**src/rtl/const_addr_map.sv**
```systemverilog
`default_nettype none
// ============================================================================
//  Module   : const_addr_map
//  Purpose  : Per-port coordinate-to-linear-address mapper for the CNN
//             feature-map buffers. Every lane computes
//                 offset = BASE_ADDR + y * ROW_STRIDE + x   (mod 2^DATA_W)
//             All lanes run in parallel with a single registered stage.
//
//  Ports    : clk        rising-edge clock
//             rst        asynchronous active-high reset
//             in_valid   x/y carry valid coordinates this cycle
//             x, y       PORT_NUM packed DATA_W-bit coordinates
//                        (lane k at bits [k*DATA_W +: DATA_W])
//             offset     PORT_NUM packed DATA_W-bit linear offsets
//             out_valid  offset holds the result of the previous cycle's
//                        coordinates
//
//  Revision : 1.0  initial release
// ============================================================================
module const_addr_map #(
    parameter int          PORT_NUM   = 4,
    parameter int          DATA_W     = 32,
    parameter int unsigned ROW_STRIDE = 28,
    parameter int unsigned BASE_ADDR  = 0
) (
    input  logic                       clk,
    input  logic                       rst,
    input  logic                       in_valid,
    input  logic [PORT_NUM*DATA_W-1:0] x,
    input  logic [PORT_NUM*DATA_W-1:0] y,
    output logic [PORT_NUM*DATA_W-1:0] offset,
    output logic                       out_valid
);

    // Both constants reduced modulo 2^DATA_W. Because only the low DATA_W
    // bits of the result are kept, evaluating the whole expression in
    // DATA_W-bit modular arithmetic gives exactly the same value as a
    // full-width evaluation followed by truncation.
    localparam logic [DATA_W-1:0] c_STRIDE = DATA_W'(ROW_STRIDE);
    localparam logic [DATA_W-1:0] c_BASE   = DATA_W'(BASE_ADDR);

    logic [PORT_NUM-1:0][DATA_W-1:0] w_lanes;
    logic                            r_out_valid;

    generate
        for (genvar k = 0; k < PORT_NUM; k++) begin : g_lane
            logic [DATA_W-1:0] w_x;
            logic [DATA_W-1:0] w_y;
            logic [DATA_W-1:0] w_map;
            logic [DATA_W-1:0] r_off;

            assign w_x   = x[k*DATA_W +: DATA_W];
            assign w_y   = y[k*DATA_W +: DATA_W];
            // Constant multiplier: synthesis reduces this to shift-add.
            assign w_map = c_BASE + (w_y * c_STRIDE) + w_x;

            // Holds its last value when no new coordinates arrive.
            always_ff @(posedge clk or posedge rst) begin
                if (rst) begin
                    r_off <= '0;
                end else if (in_valid) begin
                    r_off <= w_map;
                end
            end

            assign w_lanes[k] = r_off;
        end
    endgenerate

    always_ff @(posedge clk or posedge rst) begin
        if (rst) begin
            r_out_valid <= 1'b0;
        end else begin
            r_out_valid <= in_valid;
        end
    end

    assign offset    = w_lanes;
    assign out_valid = r_out_valid;

endmodule
`default_nettype wire

```
**config.mk**
```make
export PLATFORM = sky130hd
export DESIGN_NAME = const_addr_map
export DESIGN_NICKNAME = d
export VERILOG_FILES = /design/src/rtl/const_addr_map.sv
export SDC_FILE = /design/constraint.sdc
export NUM_CORES = 1
export LEC_CHECK = 0
export CORE_MARGIN = 2
export CORE_UTILIZATION = 45
export CTS_BUF_LIST = sky130_fd_sc_hd__clkbuf_2
export DETAILED_ROUTE_END_ITERATION = 16
export PLACE_DENSITY = 0.82
export REMOVE_ABC_BUFFERS = 1
export SLEW_MARGIN = 0
export SYNTH_ARGS = -nofsm -noshare
export SYNTH_HDL_FRONTEND = slang
export SYNTH_SLANG_ARGS = --single-unit
```
**constraint.sdc**
```tcl
create_clock -name clk -period 8 [get_ports clk]
set_clock_uncertainty 0.2 [all_clocks]
set_input_delay 1.6 -clock clk [delete_from_list [all_inputs] [get_ports clk]]
set_output_delay 1.6 -clock clk [all_outputs]
set_load 0.03 [all_outputs]
```
Yosys cells after proc, flatten, opt, wreduce, memory -nomap -nowiden
Cells that the tools add are included.
- add/sub/neg operators: 4
- multiply operators: 4
- operators by type and width (kind ; count):
    $add A32 B32 Y32 ; 4
    $mul A32 B3 Y30 const B ; 4
- register bits after elaboration: 129
- input bits: 259
- output and inout port bits: 129
- word-level logic and storage cells: 13

Depth between registers and ports, before layout
Gate-level depths: netlist (run 1).
- word-level depth: 2
- gate-level depth with buffers: 24
- depth with buffers taken out: 24

Worst setup path after synthesis (run 1)
No wires, ideal clock.
- kind: in2reg
- from: in y[32]
- to: reg g_lane[1].r_off[31]
- library setup time: 0.125 ns
- arrival: 6.162 ns
- required time: 7.675 ns
- setup slack: 1.514 ns
- cell stages on the path: 20
- path buffers: 0
- path through: fa_1 ha_1 fa_1 a21o_1 a21oi_1 o21bai_1 a21oi_1 o21bai_1 xor2_1 ha_1 a21o_1 a21o_1 a2111oi_4 nand3_2 a2111oi_4 o41ai_2 a221o_1 a21oi_2 xor2_1 mux2_2
- word-level cells in the longest chain between the ends: 2
- ends and longest elaborated chain (item ; RTL line ; source):
    start, declared ; 30 ; input logic [PORT_NUM*DATA_W-1:0] y,
    $mul A32 B3 Y30 ; 55 ; assign w_map = c_BASE + (w_y * c_STRIDE) + w_x;
    $add A32 B32 Y32 ; 55 ;
    end signal, assigned ; 62 ; r_off <= w_map;
    end, declared ; 50 ; logic [DATA_W-1:0] r_off;
No other way between the ends.
A chain may end at the register's enable or synchronous reset.

Worst setup path in the final report (run 1)
- from: in y[34]
- to: reg g_lane[1].r_off[31]
The elaborated chain is that of the path after synthesis.

==> flow_summary.toml, run 1 <==
[sta]
finalSetupViolations = 0
tns_ns = 0
fmax_mhz = 144
rsz0062_at_grt = "false"
finalCritPeriodShare_pct = 86.6
tightest_slew_ns = 0.803
drv_slew = 0
finalCriticalPeriod_ns = 6.93
relSlewSlack_pct = 46.5
finalHoldViolations = 0

[power]
power_mw = 6.96
p_leak_nw = 9.74
power_density_nw_per_um2 = 316
irDropWorstVdd_uv = 280

[hold_path]
min_from = "g_lane[0].r_off[13]$_DFFE_PP0P_"
hold_end = "g_lane[0].r_off[13]$_DFFE_PP0P_"
holdCritPathClass = "reg2reg"
hold_depth = 1

[logic_synthesis]
synth_top_area_cell = "dfrtp_1"
syn_area_um2 = 17400
ys_seq_area_share_pct = 18.6
synth_cells = 1792
synth-async-reset-ratio_pct = 100
ys_types = 71
synth_top_flop_cell = "dfrtp_1"
yosys_register_bits = 129
ys_warn_count = 0
synth_top_cell_area_share_pct = 18.6
synth_area_leaders = "dfrtp_1, ha_1, fa_1"
synth_edf_count = 0
synth.avg_cell_area_um2 = 9.69

[worst_setup_path]
crit_slowest_cell = "clkdlybuf4s50_1"
slowest_delay_ns = 0.57
cpMostUsedCell = "a21oi_1"
worstReg2RegEnd = "g_lane[2].r_off[30]$_DFFE_PP0P_"
cp-startpoint = "y[34]"
crit_required_ns = 8.46
criticalPathCategory = "in2reg"
cp-start-kind = "input port"
cp-end-kind = "flip-flop"
r2r_start = "g_lane[2].r_off[30]$_DFFE_PP0P_"
cp_cell_sequence = "clkdlybuf4s50_1, fa_1, ha_1, fa_1, a21o_1, a21oi_1, o21bai_1, a21oi_1, o21ai_1, nand3_1, nand2_1, a21oi_1, o21ai_0, xnor2_1, ha_1, and2_1, o2111ai_1, nor2_1, a2111oi_4, o41ai_2, a221o_1, a21oi_2, xor2_1, mux2_2"
rr_worst_depth = 2
critical_path_arrival_ns = 7.39
cp_max_fo = 4
r2r_slack_ns = 6.69

[floorplanning]
die-area_um2 = 40200
fp-row-count = 71
start_util_pct = 45.9
die_w_um = 200
ios = 388
coreArea_um2 = 37800
fp.dieH_um = 200

[layout]
drive_gt1_share_pct = 7.60
final_nets = 2781
final_common_cell = "clkdlybuf4s50_1"
final_cell_mix = "clkdlybuf4s50_1, ha_1, a21oi_1"
area_delta_synth_final_pct = 26.9
final_util_pct = 58.2

[detailed_routing]
postRouteAntennaNets = 0
wl_per_cell_um = 17.5
viasPerCell = 5.70
wl_um = 47500
drt_pass1_iterations = 5
drt_iter0_markers = 704
vias = 15400
drc = 0

[clock_tree]
clock_latency_ns = 0.77
clkTransAtPathRegs_ns = 0.18
cts_buffers = 17
cts_buffer_depth = 2
cts-hold-fix-buffers = 0
ctsHtreeMaxLevel = 4
clkSinkCount = 129
root_buffer = "clkbuf_2"
cts_tree = "done"
cts_setup_buffers = 0
ctsResizeCount = 0

[grt]
first_global_vias = 15700
grt_pass1_wl_um = 78300
grt_max_degree = 76
grt_overflow_total = 0
grt_use_total_pct = 23.7
antenna_found_initial = 14

[place]
gp_congestion = 0.954
hpwl_um = 39000
io_buffers = 379

[run]
cap_violations = 0

[outcome]
status = "completed"
stage by stage:
| step | cell area [µm²] | cells | hold WS, ns | setup slack, ns |
|---|---|---|---|---|
| 2_1_floorplan | 17300 | 1768 | 0.466 | 1.51 |
| 3_3_place_gp | 21700 | 2662 | 0.264 | 0.528 |
| 3_5_place_dp | 21700 | 2662 | 0.272 | 0.338 |
| 4_1_cts | 22000 | 2694 | 0.313 | 1.23 |
| 5_1_grt | 22000 | 2704 | 0.340 | 0.778 |
| 6_report | 22000 | 2707 | 0.306 | 1.07 |
worst max-delay path, delay by kind of cell:
| family | cells | cell delay [ns] |
|---|---|---|
| adder cells (fa/ha/maj) | 4 | 1.53 |
| AO/OA/AOI/OAI | 12 | 2.46 |
| XOR/XNOR | 2 | 0.31 |
| buffers and inverters | 1 | 0.57 |
| multiplexers | 1 | 0.28 |
| AND/OR/NAND/NOR | 4 | 0.63 |
cells by family (layout without fill, tap and decap cells):
logic type                 after synthesis  count (layout)  synth area share, %
AOI/OAI and AO/OA                      578             578                 22.2
adders and majority gates              352             352                 30.4
and+or+nand+nor                        349             349                 9.94
xor gates and xnor gates               209             209                 10.5
DFF                                    129             129                 18.6
muxes                                  105             105                 6.81
buffers and inverters                   70             461                 1.51
other                                    0              13                    0
cell type report:
cell class / count / area, µm²
Timing Repair Buffer: 383 / 3820
Antenna cell: 13 / 32.5
Multi-Input combinational cell: 1593 / 13900
Clock inverter: 15 / 166
Inverter: 46 / 178
Tap cell: 511 / 639
Sequential cell: 129 / 3230
Fill cell: 3260 / 15800
Clock buffer: 17 / 85.1
layer usage:
layer / global-route usage (%) / up-vias / wire, µm
li1: - / 7425 / -
met1: 29.0 / 7415 / 19900
met2: 39.2 / 471 / 22300
met3: 5.58 / 111 / 3060
met4: 11.5 / 2 / 2280
met5: 0 / - / 13
sequential cells by signal, summed over array words and instances, names as in the netlist:
name	flops
g_lane.r_off	128
out_valid	1
report_power, final:
group | total [mW] | internal [mW] | switching [mW]
Sequential | 1.14 | 0.962 | 0.176
Clock | 0.459 | 0.171 | 0.287
Combinational | 5.36 | 2.45 | 2.91
worst max-delay path by stage:
stage,slack (ns),endpoint
finish,1.07,g_lane[1].r_off[31]$_DFFE_PP0P_
global route,0.78,g_lane[1].r_off[31]$_DFFE_PP0P_
CTS,1.23,g_lane[1].r_off[31]$_DFFE_PP0P_
detailed placement,0.34,g_lane[1].r_off[31]$_DFFE_PP0P_
global placement,0.53,g_lane[1].r_off[31]$_DFFE_PP0P_
floorplan,1.51,g_lane[1].r_off[31]$_DFFE_PP0P_
synth_stat cells, drive strengths merged (5+ instances only):
cell type	n
dfrtp	129
a31oi	12
o21a	23
inv	46
o21ai	84
clkbuf	19
nand2	75
a31o	9
a41oi	5
o21bai	25
a221oi	5
xor2	66
nand4	16
ha	236
a221o	6
and3	19
a21oi	172
a211oi	25
a21boi	7
o211ai	11
o2111ai	5
nor3	30
a21o	139
xnor2	143
buf	5
nor2	94
fa	116
nand2b	15
or3	14
nand3	37
nor2b	19
o31ai	14
mux2	105
a211o	9
and2	5
Note: power is estimated with default switching activity, not from simulation.
==> run 2: changes to the inputs <==
--- a/config.mk
+++ b/config.mk
@@ -5,12 +5,15 @@
 export SDC_FILE = /design/constraint.sdc
 export NUM_CORES = 1
 export LEC_CHECK = 0
+export CELL_PAD_IN_SITES_DETAIL_PLACEMENT = 1
+export CELL_PAD_IN_SITES_GLOBAL_PLACEMENT = 1
 export CORE_MARGIN = 2
-export CORE_UTILIZATION = 45
+export CORE_UTILIZATION = 44
 export CTS_BUF_LIST = sky130_fd_sc_hd__clkbuf_2
 export DETAILED_ROUTE_END_ITERATION = 16
-export PLACE_DENSITY = 0.82
+export PLACE_DENSITY = 0.95
 export REMOVE_ABC_BUFFERS = 1
+export SKIP_LAST_GASP = 1
 export SLEW_MARGIN = 0
 export SYNTH_ARGS = -nofsm -noshare
 export SYNTH_HDL_FRONTEND = slang
==> run 2 against run 1 <==
Against the previous run: maximum frequency rose by 0.16%; wire length rose by 20%; register-to-register slack got worse by 0.04 ns; first-iteration DRC count fell by 22%; via count rose by 2.6%; count of clock-buffer cells in the layout did not move; final cell count rose by 0.22%; non-clock buffer count did not move; core utilization fell by 1.5 points; power rose by 3.3%; cell area barely moved; sequential share of layout area barely moved.
==> flow_summary.toml, run 2 (synthesized netlist as in run 1, its figures left out) <==
[sta]
tightest_slew_ns = 0.872
fmax_mhz = 145
finalSetupViolations = 0
drv_slew = 0
finalHoldViolations = 0
rsz0062_at_grt = "false"
whs_ns = 0.307
finalCriticalPeriod_ns = 6.91
relSlewSlack_pct = 41.9
finalCritPeriodShare_pct = 86.4
tns_ns = 0

[clock_tree]
root_buffer = "clkbuf_2"
cts_buffers = 17
cts_setup_buffers = 0
cts_buffer_depth = 2
clkSinkCount = 129
cts-hold-fix-buffers = 0
cts_tree = "done"
ctsHtreeMaxLevel = 4
ctsResizeCount = 0
clock_latency_ns = 0.84
clkTransAtPathRegs_ns = 0.20

[floorplanning]
start_util_pct = 44.7
fp.dieH_um = 203
coreArea_um2 = 38800
ios = 388
die_w_um = 203
fp-row-count = 72
die-area_um2 = 41100

[worst_setup_path]
cp_max_fo = 3
r2r_start = "g_lane[2].r_off[30]$_DFFE_PP0P_"
cp-end-kind = "flip-flop"
cpMostUsedCell = "a21o_1"
slowest_delay_ns = 0.58
critical_path_arrival_ns = 7.45
worstReg2RegEnd = "g_lane[2].r_off[30]$_DFFE_PP0P_"
crit_required_ns = 8.54
cp-start-kind = "input port"
rr_worst_depth = 2
criticalPathCategory = "in2reg"
r2r_slack_ns = 6.65
crit_slowest_cell = "clkdlybuf4s50_1"
cp_cell_sequence = "clkdlybuf4s50_1, fa_1, ha_1, fa_1, a21o_1, a21o_1, a211oi_2, nor2_1, a21o_1, a21oi_1, xnor2_1, ha_1, a21o_1, a21o_1, a221oi_1, nand3b_1, a21oi_1, o31ai_1, and4_1, a2111oi_2, and3b_1, a211o_1"

[run]
cap_violations = 0

[hold_path]
min_from = "g_lane[0].r_off[13]$_DFFE_PP0P_"
hold_end = "g_lane[0].r_off[13]$_DFFE_PP0P_"
hold_depth = 1
holdCritPathClass = "reg2reg"

[detailed_routing]
postRouteAntennaNets = 0
wl_um = 57000
drt_iter0_markers = 547
drc = 0
viasPerCell = 5.83
drt_pass1_iterations = 5
vias = 15800
wl_per_cell_um = 21.0

[power]
power.share.clock_pct = 6.6
power_density_nw_per_um2 = 326
power.switching_mw = 3.58
power.share.sequential_pct = 16.1
p_sw_share_pct = 49.9
power_frac_comb_pct = 77.3
irDropWorstVdd_uv = 211
p_leak_nw = 9.74
power_mw = 7.19
internal_power_mw = 3.60

[layout]
final_area_um2 = 22000
final_cell_mix = "clkdlybuf4s50_1, ha_1, a21oi_1"
regMostFlops = "g_lane.r_off"
multiInputGateArea_um2 = 13900
regArea_um2 = 3230
largest_register_ffs = 128
drive_gt1_share_pct = 7.65
area_delta_synth_final_pct = 26.9
fillCellCount = 4309
fin_cells = 2713
final_nets = 2781
final_common_cell = "clkdlybuf4s50_1"

[place]
dp_cells = 2669
place_area_um2 = 21800
gp_congestion = 0.908
hpwl_um = 47900
io_buffers = 379

[grt]
grt-busiest-layer = "met2"
grt_pass1_wl_um = 92900
antenna_found_initial = 15
grt_use_total_pct = 28.1
met1_usage_pct = 32.1
grt_max_degree = 85
grt_overflow_total = 0
met3_usage_pct = 5.54
first_global_vias = 17900
grtUsageMet2_pct = 50.6

[outcome]
status = "completed"
run 2: cell types whose count changed in the layout (fill, tap and decap cells not counted), sizes merged:
cell   previous run  this run
diode            13        12
run 2: per-stage QoR:
step	setup slack (ns)	util, %
after floorplan	1.51	-
after global placement	0.540	56.0
after detailed placement	0.229	56.0
after CTS	1.17	56.7
after global routing	0.791	56.7
final	1.09	56.8
run 2: worst max-delay path: cells and delay by family:
| kind | cells | cell delay, ns |
|---|---|---|
| AND/OR/NAND/NOR | 4 | 0.74 |
| adder cells (fa/ha/maj) | 4 | 1.43 |
| XOR/XNOR | 1 | 0.11 |
| buffers and inverters | 1 | 0.58 |
| AO/OA/AOI/OAI | 12 | 2.98 |
run 2: how the worst max path moves through the flow:
stage | from | to | slack [ns] | cells after the start
2_1_floorplan | y[32] | g_lane[1].r_off[31]$_DFFE_PP0P_ | 1.51 | 20
3_3_place_gp | y[34] | g_lane[1].r_off[31]$_DFFE_PP0P_ | 0.54 | 24
3_5_place_dp | y[66] | g_lane[2].r_off[30]$_DFFE_PP0P_ | 0.23 | 22
4_1_cts | y[66] | g_lane[2].r_off[30]$_DFFE_PP0P_ | 1.17 | 22
5_1_grt | y[34] | g_lane[1].r_off[31]$_DFFE_PP0P_ | 0.79 | 24
6_report | y[66] | g_lane[2].r_off[30]$_DFFE_PP0P_ | 1.09 | 22
run 2: power groups by stage:
stage | Clock (mW) | Sequential [mW] | Combinational [mW]
floorplan | 0 | 1.72 | 3.17
global placement | 0 | 1.15 | 5.20
detailed placement | 0 | 1.17 | 5.50
CTS | 0.493 | 1.16 | 5.54
global route | 0.512 | 1.19 | 6.03
finish | 0.472 | 1.16 | 5.56
run 2: layout make-up:
class                   count  area share [%]
clock inverters            15           0.761
inverters                  46           0.806
multi-input cells        1593            63.0
diodes                     12           0.136
flip-flops and latches    129            14.6
repair buffers            383            17.4
well taps                 518            2.94
clock buffers              17           0.386
run 2: layer usage:
metal	wire (µm)	vias to the layer above	part of all wire (%)
met4	2810	6	4.9
li1	-	7423	-
met3	2690	155	4.7
met5	41	-	0.072
met1	22800	7822	40
met2	28700	421	50
==> run 3: changes to the inputs <==
--- a/config.mk
+++ b/config.mk
@@ -8,10 +8,10 @@
 export CELL_PAD_IN_SITES_DETAIL_PLACEMENT = 1
 export CELL_PAD_IN_SITES_GLOBAL_PLACEMENT = 1
 export CORE_MARGIN = 2
-export CORE_UTILIZATION = 44
+export CORE_UTILIZATION = 30
 export CTS_BUF_LIST = sky130_fd_sc_hd__clkbuf_2
 export DETAILED_ROUTE_END_ITERATION = 16
-export PLACE_DENSITY = 0.95
+export PLACE_DENSITY = 0.74
 export REMOVE_ABC_BUFFERS = 1
 export SKIP_LAST_GASP = 1
 export SLEW_MARGIN = 0
==> run 3 against run 2 <==
Against the previous run: sequential share of layout area down 0.24 points; non-clock buffer count is 1 higher; hold slack better by 0.0073 ns; critical path type unchanged; highest routed layer unchanged.
==> flow_summary.toml, run 3 (synthesized netlist as in run 1, its figures left out) <==
[outcome]
status = "completed"

[layout]
final_common_cell = "clkdlybuf4s50_1"
regArea_um2 = 3230
final_nets = 2782
fin_cells = 2957
multiInputGateArea_um2 = 13900
fillCellCount = 6613
drive_gt1_share_pct = 7.74
largest_register_ffs = 128
area_delta_synth_final_pct = 29.0
regMostFlops = "g_lane.r_off"
final_cell_mix = "clkdlybuf4s50_1, ha_1, a21oi_1"

[power]
irDropWorstVdd_uv = 177
p_leak_nw = 9.77
power_density_nw_per_um2 = 319

[place]
dp_cells = 2917
io_buffers = 379
gp_congestion = 0.876
hpwl_um = 46600
place_ws_ns = 0.301

[worst_setup_path]
cp_max_fo = 4
r2r_slack_ns = 6.67
criticalPathCategory = "in2reg"
r2r_start = "g_lane[2].r_off[30]$_DFFE_PP0P_"
crit_required_ns = 8.68
worstReg2RegEnd = "g_lane[2].r_off[30]$_DFFE_PP0P_"
critical_path_arrival_ns = 7.38
cp-start-kind = "input port"
rr_worst_depth = 2
cp-end-kind = "flip-flop"
cp-startpoint = "y[34]"

[hold_path]
hold_depth = 1
holdCritPathClass = "reg2reg"
min_from = "g_lane[0].r_off[13]$_DFFE_PP0P_"
hold_end = "g_lane[0].r_off[13]$_DFFE_PP0P_"

[clock_tree]
cts_buffers = 17
ctsHtreeMaxLevel = 4
root_buffer = "clkbuf_2"
ctsResizeCount = 0
clkSinkCount = 129
clkTransAtPathRegs_ns = 0.23
cts_setup_buffers = 0
cts_buffer_depth = 2
cts_tree = "done"
clock_latency_ns = 0.99
cts-hold-fix-buffers = 0

[sta]
tightest_slew_ns = 0.958
finalSetupViolations = 0
finalCritPeriodShare_pct = 83.8
finalCriticalPeriod_ns = 6.70
fmax_mhz = 149
finalHoldViolations = 0
tns_ns = 0
worst_slack_ns = 1.30
relSlewSlack_pct = 36.2
rsz0062_at_grt = "false"
drv_slew = 0

[floorplanning]
coreArea_um2 = 57500
start_util_pct = 30.2
fp-row-count = 88
die_w_um = 245
ios = 388
fp.dieH_um = 245
die-area_um2 = 59800

[grt]
antenna_found_initial = 14
grt_pass1_wl_um = 88700
grt_use_total_pct = 18.7
grt_max_degree = 86
first_global_vias = 16600
grt_overflow_total = 0

[detailed_routing]
drt_iter0_markers = 404
drt_pass1_iterations = 4
wl_per_cell_um = 18.7
vias = 15300
drc = 0
postRouteAntennaNets = 0
viasPerCell = 5.18
wl_um = 55400

[run]
cap_violations = 0
==> run 3: cell types whose count changed in the layout (fill, tap and decap cells not counted), sizes merged <==
cell	previous run	this run
bufinv	3	5
clkinv	8	5
inv	47	49
clkinvlp	3	2
buf	5	6
diode	12	8
==> run 3: final cells by class <==
class                   count  share of cell area (%)
multi-input cells        1593                    61.9
repair buffers            384                    17.1
flip-flops and latches    129                    14.4
well taps                 765                    4.27
clock inverters            15                    1.03
inverters                  46                   0.793
clock buffers              17                   0.380
diodes                      8                  0.0894
==> run 3: power breakdown <==
part	total, mW	leakage [nW]	internal (mW)	switching, mW
logic	5.43	8.09	2.46	2.98
registers	1.15	1.51	0.962	0.186
clock network	0.567	0.176	0.242	0.325
==> run 3: how the worst max path moves through the flow <==
stage / slack [ns] / to
2_1_floorplan: 1.51 / g_lane[1].r_off[31]$_DFFE_PP0P_
3_3_place_gp: 0.46 / g_lane[1].r_off[31]$_DFFE_PP0P_
3_5_place_dp: 0.30 / g_lane[1].r_off[31]$_DFFE_PP0P_
4_1_cts: 1.49 / g_lane[1].r_off[31]$_DFFE_PP0P_
5_1_grt: 1.09 / g_lane[1].r_off[31]$_DFFE_PP0P_
6_report: 1.30 / g_lane[1].r_off[31]$_DFFE_PP0P_
==> run 3: worst max-delay path, stage by stage <==
cell and delay [ns]:
clkdlybuf4s50_1 0.58, fa_1 0.45, ha_1 0.26, fa_1 0.47, a21o_1 0.19, a21oi_1 0.21, o21bai_1 0.14, a21oi_1 0.22
o21ai_1 0.15, nand3_1 0.11, nand2_1 0.05, a21oi_1 0.24, o21ai_0 0.14, xnor2_1 0.15, ha_1 0.34, and2_1 0.23
o2111ai_1 0.14, nor2_1 0.26, a2111oi_4 0.14, o41ai_2 0.55, a221o_1 0.27, a21oi_2 0.07, xor2_1 0.14, mux2_2 0.26
==> run 3: through the flow <==
step           area (µm²)  utilization, %  hold slack [ns]  power (mW)
6_report            22400            39.0            0.314        7.15
5_1_grt             22400            39.0            0.342        7.78
4_1_cts             22400            38.9            0.325        7.23
3_5_place_dp        22100            38.4            0.268        6.61
3_3_place_gp        22100            38.4            0.265        6.43
2_1_floorplan       17300               -            0.466        4.89
==> run 3: metal layers <==
| layer | vias to the layer above | global-route usage (%) | wire [µm] |
|---|---|---|---|
| li1 | 7411 | - | - |
| met4 | 14 | 6.38 | 1370 |
| met2 | 273 | 32.2 | 27300 |
| met3 | 85 | 4.76 | 2900 |
| met5 | - | 0 | 76 |
| met1 | 7537 | 22.6 | 23800 |
